--- src/rtl/pll_dlf_lock_ctrl.sv ---
// PLL frequency-acquisition ramp, PI loop filter and lock detector on the reference clock.
// Drives the DCO control word from TDC phase-error samples after a timed linear ramp.
module pll_dlf_lock_ctrl #(
   parameter int PE_W             = 12,
   parameter int DCO_W            = 16,
   parameter int KP_SHIFT         = 2,
   parameter int KI_SHIFT         = 6,
   parameter int ACQ_CYCLES       = 64,
   parameter int INIT_CODE        = 16384,
   parameter int LOCK_TOL         = 8,
   parameter int LOCK_COUNT_MAX   = 10,
   parameter int UNLOCK_COUNT_MAX = 4
) (
   input  logic             rclk,
   input  logic             rst_n,
   input  logic             en,
   input  logic             skip_phase_lock,
   input  logic [DCO_W-1:0] target_code,
   input  logic [PE_W-1:0]  pe,
   input  logic             pe_valid,
   output logic [DCO_W-1:0] dco_code,
   output logic [1:0]       state,
   output logic             freq_acq_done,
   output logic             lock,
   output logic             lost_lock
);

   // pe is consumed on every rclk edge with pe_valid=1; there is no ready, the filter never stalls.

   localparam logic [1:0] S_IDLE   = 2'd0;
   localparam logic [1:0] S_ACQ    = 2'd1;
   localparam logic [1:0] S_TRACK  = 2'd2;
   localparam logic [1:0] S_LOCKED = 2'd3;

   localparam int ACQ_CW = (ACQ_CYCLES > 1) ? $clog2(ACQ_CYCLES) : 1;
   localparam int STEP_W = $clog2(ACQ_CYCLES + 1) + 1;
   localparam int MUL_W  = DCO_W + STEP_W + 2;
   localparam int INT_W  = DCO_W + 2;
   localparam int SUM_W  = ((INT_W > PE_W) ? INT_W : PE_W) + 2;
   localparam int GC_W   = $clog2(LOCK_COUNT_MAX + 1);
   localparam int BC_W   = $clog2(UNLOCK_COUNT_MAX + 1);

   localparam logic [DCO_W-1:0]        INIT_C   = DCO_W'(INIT_CODE);
   localparam logic signed [MUL_W-1:0] INIT_M   = MUL_W'(INIT_CODE);
   localparam logic signed [MUL_W-1:0] ONE_M    = MUL_W'(1);
   localparam logic signed [MUL_W-1:0] ACQ_DIV  = MUL_W'(ACQ_CYCLES);
   localparam logic signed [SUM_W-1:0] ZERO_S   = '0;
   localparam logic signed [SUM_W-1:0] CODE_MAX = {{(SUM_W-DCO_W){1'b0}}, {DCO_W{1'b1}}};
   localparam logic [ACQ_CW-1:0]       ACQ_LAST = ACQ_CW'(ACQ_CYCLES - 1);
   localparam logic [GC_W-1:0]         GC_LAST  = GC_W'(LOCK_COUNT_MAX - 1);
   localparam logic [GC_W-1:0]         GC_FULL  = GC_W'(LOCK_COUNT_MAX);
   localparam logic [BC_W-1:0]         BC_LAST  = BC_W'(UNLOCK_COUNT_MAX - 1);
   localparam logic [PE_W-1:0]         PE_MIN   = {1'b1, {(PE_W-1){1'b0}}};
   localparam logic [PE_W-1:0]         PE_MAX   = {1'b0, {(PE_W-1){1'b1}}};
   localparam logic [31:0]             TOL_U    = 32'(LOCK_TOL);

   logic [ACQ_CW-1:0]       acq_cnt;
   logic [GC_W-1:0]         good_cnt;
   logic [BC_W-1:0]         bad_cnt;
   logic signed [INT_W-1:0] integ;

   logic signed [MUL_W-1:0] ramp_diff;
   logic signed [MUL_W-1:0] ramp_step;
   logic signed [MUL_W-1:0] ramp_prod;
   logic signed [MUL_W-1:0] ramp_quot;
   logic [DCO_W-1:0]        ramp_code;

   logic signed [SUM_W-1:0] pe_s;
   logic signed [SUM_W-1:0] i_sum;
   logic signed [SUM_W-1:0] i_new;
   logic signed [SUM_W-1:0] p_sum;
   logic signed [SUM_W-1:0] p_new;
   logic signed [INT_W-1:0] integ_new;
   logic [DCO_W-1:0]        code_new;

   logic [PE_W-1:0]         pe_abs;
   logic                    pe_good;
   logic                    sample;
   logic                    good_smp;

   // Ramp point is recomputed from the live target so a mid-ramp change bends the trajectory.
   always_comb begin
      ramp_diff = $signed(MUL_W'(target_code)) - INIT_M;
      ramp_step = $signed(MUL_W'(acq_cnt)) + ONE_M;
      ramp_prod = ramp_diff * ramp_step;
      ramp_quot = ramp_prod / ACQ_DIV;
      ramp_code = INIT_C + DCO_W'(ramp_quot);
   end

   // Integrator saturates to the DCO range so a long error run cannot wind it up.
   always_comb begin
      pe_s  = SUM_W'($signed(pe));
      i_sum = SUM_W'(integ) + (pe_s >>> KI_SHIFT);
      if (i_sum < ZERO_S) begin
         i_new = ZERO_S;
      end else if (i_sum > CODE_MAX) begin
         i_new = CODE_MAX;
      end else begin
         i_new = i_sum;
      end
      p_sum = i_new + (pe_s >>> KP_SHIFT);
      if (p_sum < ZERO_S) begin
         p_new = ZERO_S;
      end else if (p_sum > CODE_MAX) begin
         p_new = CODE_MAX;
      end else begin
         p_new = p_sum;
      end
      integ_new = INT_W'(i_new);
      code_new  = DCO_W'(p_new);
   end

   always_comb begin
      if (pe == PE_MIN) begin
         pe_abs = PE_MAX;
      end else if (pe[PE_W-1]) begin
         pe_abs = -pe;
      end else begin
         pe_abs = pe;
      end
      pe_good  = (32'(pe_abs) <= TOL_U);
      sample   = skip_phase_lock | pe_valid;
      good_smp = skip_phase_lock | pe_good;
   end

   always_ff @(posedge rclk) begin
      if (!rst_n || !en) begin
         state         <= S_IDLE;
         dco_code      <= INIT_C;
         integ         <= '0;
         acq_cnt       <= '0;
         good_cnt      <= '0;
         bad_cnt       <= '0;
         freq_acq_done <= 1'b0;
         lock          <= 1'b0;
         lost_lock     <= 1'b0;
      end else begin
         lost_lock <= 1'b0;
         case (state)
            S_IDLE: begin
               state    <= S_ACQ;
               acq_cnt  <= '0;
               dco_code <= INIT_C;
            end
            S_ACQ: begin
               if (acq_cnt == ACQ_LAST) begin
                  dco_code      <= target_code;
                  integ         <= $signed({2'b00, target_code});
                  freq_acq_done <= 1'b1;
                  state         <= S_TRACK;
               end else begin
                  dco_code <= ramp_code;
                  acq_cnt  <= acq_cnt + 1'b1;
               end
            end
            S_TRACK, S_LOCKED: begin
               if (skip_phase_lock) begin
                  dco_code <= target_code;
                  integ    <= $signed({2'b00, target_code});
               end else if (pe_valid) begin
                  integ    <= integ_new;
                  dco_code <= code_new;
               end
               if (sample) begin
                  if (state == S_TRACK) begin
                     if (good_smp) begin
                        if (good_cnt == GC_LAST) begin
                           good_cnt <= GC_FULL;
                           bad_cnt  <= '0;
                           state    <= S_LOCKED;
                           lock     <= 1'b1;
                        end else begin
                           good_cnt <= good_cnt + 1'b1;
                        end
                     end else begin
                        good_cnt <= '0;
                     end
                  end else begin
                     if (!good_smp) begin
                        if (bad_cnt == BC_LAST) begin
                           bad_cnt   <= '0;
                           good_cnt  <= '0;
                           state     <= S_TRACK;
                           lock      <= 1'b0;
                           lost_lock <= 1'b1;
                        end else begin
                           bad_cnt <= bad_cnt + 1'b1;
                        end
                     end else begin
                        bad_cnt <= '0;
                     end
                  end
               end
            end
            default: state <= S_IDLE;
         endcase
      end
   end

endmodule

--- config.mk ---
export PLATFORM = sky130hd
export DESIGN_NAME = pll_dlf_lock_ctrl
export DESIGN_NICKNAME = d
export VERILOG_FILES = /design/src/rtl/pll_dlf_lock_ctrl.sv
export SDC_FILE = /design/constraint.sdc
export NUM_CORES = 1
export LEC_CHECK = 0
export ABC_AREA = 1
export CAP_MARGIN = 10
export CORE_ASPECT_RATIO = 0.9
export CORE_UTILIZATION = 61
export CTS_CLUSTER_SIZE = 25
export DETAILED_ROUTE_END_ITERATION = 8
export DONT_BUFFER_PORTS = 1
export GPL_TIMING_DRIVEN = 0
export MAX_ROUTING_LAYER = met4
export PLACE_DENSITY = 0.92
export SLEW_MARGIN = 20
export SYNTH_ARGS = -nofsm -noshare
export SYNTH_HDL_FRONTEND = slang
export SYNTH_SLANG_ARGS = --single-unit
--- constraint.sdc ---
create_clock -name rclk -period 6.3 [get_ports rclk]
set_input_delay 0.63 -clock rclk [delete_from_list [all_inputs] [get_ports rclk]]
set_output_delay 0.63 -clock rclk [all_outputs]
set_load 0.05 [all_outputs]
==> flow_summary.ini <==
[outcome]
status = finished, violations left
violations = setup timing

[logic_synthesis]
synth_cell_types = 50
ys_seq_elements = 52
synth_edf_count = 0
synth_top_cell_by_area = fa_1
synth_area_sq_um = 9854
async_flop_share_pct = 0
synthAdderAreaFrac_pct = 31.08
yosys.area.top_type_share_pct = 18.89
synth_top_family_by_area = adder cells
yosys_warnings = 0
synth-simple-area-share_pct = 26.19
ys_top_cells_by_area = fa_1 (19%), ha_1 (12%), nand2_1 (12%)
synth-xor-area-share_pct = 4.596
syn_avg_cell_area_sq_um = 6.587
synth_compound_area_share_pct = 14.44
ys_seq_area_share_pct = 10.56
synth-main-ff-cell = dfxtp_1
muxShareOfSynthArea_pct = 0
netlist_instances = 1496

[cts]
cts_tree = built
clk_latency_ns = 0.30
cts.sinks = 52
path_clk_slew_ns = 0.07
cts-root-buf = clkbuf_16
cts_hold_buffers = 0
clock_tree.buffer_depth = 2
htreeDepth = 2
numCtsBuffers = 5

[worst_setup_path]
crit_required_ns = 6.54
cpPeakStageDelay_ns = 0.54
r2r_slack_ns = -0.29
timing.rr.end = dco_code[8]
startpoint_type = flip-flop
arrival_ns = 6.83
cp_slowest_cell = fa_1
cp_max_fo = 5
cp-end-kind = flip-flop
worstRegToRegCells = 36
path_delay_family = adder cells
path_class = reg2reg
worstReg2RegStart = acq_cnt[0]
path_buf_inv = 4
cp.depth = 36

[timing]
relSlewSlack_pct = 45.03
rsz0062_at_grt = true
hold_violations = 0
fin_crit_ns = 6.591
max_freq_ghz = 0.1517
slew_violations = 0
setup_slack_ns = -0.2913
worstMarginPinSlew_ns = 0.8159
fin_worst_skew_ns = 0.007357
setup_viol = 12
finalSetupTns_ns = -2.196
fin_crit_sh_pct = 104.6
hold_slack_ns = 0.4590

[cells_and_area]
drive_gt1_share_pct = 14.36
layout_commonest_cell = inv_1
fillCellCount = 1156
utilization_pct = 73.17
synthToLayoutAreaGrowth_pct = 15.85
n_antenna_cell = 0
fin_nets = 1795
mostFrequentLayoutCells = inv_1 (291), nand2_1 (283), nor2_1 (160)

[global_route]
grt_antenna_before_repair = 0
grt_pass1_vias = 10100
gr-usage-all-layers_pct = 38.50
grt_max_degree = 31
grt_first_pass_wirelength_mm = 48.30
grt_overflow = 0

[hold_path]
hold_path_end = integ[16]
min_delay_path_depth = 2
hold_path_startpoint = integ[16]
hp-class = reg2reg

[detailed_routing]
drc = 0
ant_nets = 0
wl_per_cell_um = 18.03
drt_iter0_drc = 1418
vias = 10790
avgViaCountPerCell = 6.073
first_pass_iters = 7
routed_wirelength_mm = 32.02

[power_and_ir_drop]
p_per_area_nw_per_um2 = 95.07
power_w = 0.001085
leakagePower_nw = 5.840
ir_drop_uv = 113.9

[floorplan]
core.rowCount = 43
die_height_um = 122.6
initial_core_util_pct = 63.16
dieArea_sq_um = 16670
coreArea_sq_um = 15600
ioPinCount = 54
die_x_um = 136.0

[job]
cap_violations = 0

[placed_design]
io_buffers = 0
gp_congestion = 1.025
dp_hpwl_mm = 23.00
## worst max-delay path by stage
stage                     startpoint           end  slack, ns
final                     acq_cnt[0]   dco_code[8]      -0.29
after global routing      acq_cnt[0]  dco_code[14]      -0.52
after CTS                 acq_cnt[0]  dco_code[14]      -0.13
after detailed placement  acq_cnt[0]  dco_code[14]      -1.43
after global placement    acq_cnt[0]  dco_code[14]      -1.28
after floorplan           acq_cnt[0]  dco_code[14]       0.03
## power by group
part | internal (W) | total (W) | switching [W]
Sequential | 0.000330 | 0.000341 | 0.0000104
Clock | 0.000149 | 0.000282 | 0.000133
Combinational | 0.000165 | 0.000463 | 0.000298
Total | 0.000644 | 0.00109 | 0.000442
## repair_timing
| action | in CTS | in global routing |
|---|---|---|
| cloned | 2 | 0 |
| setup buffers | 54 | 15 |
| setup endpoints to repair | 16 | 15 |
| endpoints found under the hold margin | 0 | 0 |
| pin swaps | 61 | 54 |
| gates resized for setup | 93 | 60 |
## cell usage after synthesis, types with 2 or more instances
| library cell | number |
|---|---|
| or2_2 | 2 |
| nor2_2 | 4 |
| a221oi_1 | 2 |
| o21ai_1 | 20 |
| a21oi_1 | 114 |
| o211ai_1 | 6 |
| o221ai_1 | 4 |
| o31ai_1 | 4 |
| nor3_1 | 12 |
| nand3_2 | 6 |
| nand3b_1 | 4 |
| inv_2 | 3 |
| inv_1 | 298 |
| nand2_1 | 309 |
| a21o_1 | 2 |
| nor2_4 | 5 |
| dfxtp_1 | 52 |
| nand4_1 | 13 |
| buf_1 | 2 |
| buf_4 | 4 |
| conb_1 | 2 |
| xnor2_1 | 16 |
| o21a_1 | 4 |
| nand2_2 | 9 |
| and2_1 | 2 |
| clkinv_1 | 2 |
| o21bai_1 | 8 |
| fa_1 | 93 |
| o21ai_0 | 82 |
| a21oi_2 | 3 |
| buf_2 | 2 |
| xor2_2 | 2 |
| clkbuf_1 | 19 |
| nand3_1 | 66 |
| nor2_1 | 173 |
| a31oi_1 | 7 |
| xor2_1 | 32 |
| ha_1 | 96 |
## tightest hold or removal path, delay by kind of cell (launching register included)
| family | cells | cell delay (ns) |
|---|---|---|
| flip-flops | 1 | 0.32 |
| AND/OR/NAND/NOR | 2 | 0.10 |
## sequential cells by signal (all words and copies together) (netlist names)
signal,flops
integ,18
dco_code,16
acq_cnt,6
good_cnt,4
bad_cnt,3
state,2
freq_acq_done,1
lock,1
lost_lock,1
## routing by layer
| metal | share of wire, % | global-route usage (%) |
|---|---|---|
| met1 | 37 | 47.38 |
| met2 | 42 | 58.42 |
| met3 | 14 | 11.32 |
| met4 | 6.7 | 17.22 |
| met5 | 0 | - |
## per-stage QoR
stage / area [sq um] / worst slack (ns) / std cells
floorplan: 9866 / 0.03362 / 1497
finish: 11420 / -0.2913 / 1776
global placement: 10120 / -1.284 / 1699
detailed placement: 10120 / -1.425 / 1699
CTS: 11110 / -0.1263 / 1761
global route: 11420 / -0.5238 / 1776
## final cells by class
| type | instances | area [sq um] | area share [%] |
|---|---|---|---|
| Tap cell | 202 | 252.7 | 2.214 |
| Clock buffer | 6 | 128.9 | 1.129 |
| Clock inverter | 2 | 16.27 | 0.1425 |
| Sequential cell | 52 | 1050 | 9.196 |
| Timing Repair Buffer | 71 | 574.3 | 5.031 |
| Buffer | 28 | 205.2 | 1.797 |
| Multi-Input combinational cell | 1112 | 8049 | 70.51 |
| Inverter | 303 | 1140 | 9.985 |
## logic make-up after synthesis
family                     after synthesis
adders and majority gates              189
xor gates and xnor gates                50
buffers and inverters                  333
DFF                                     52
AOI/OAI and AO/OA                      261
and+or+nand+nor                        609
other                                    2
Power figures use the tool's default switching activity.
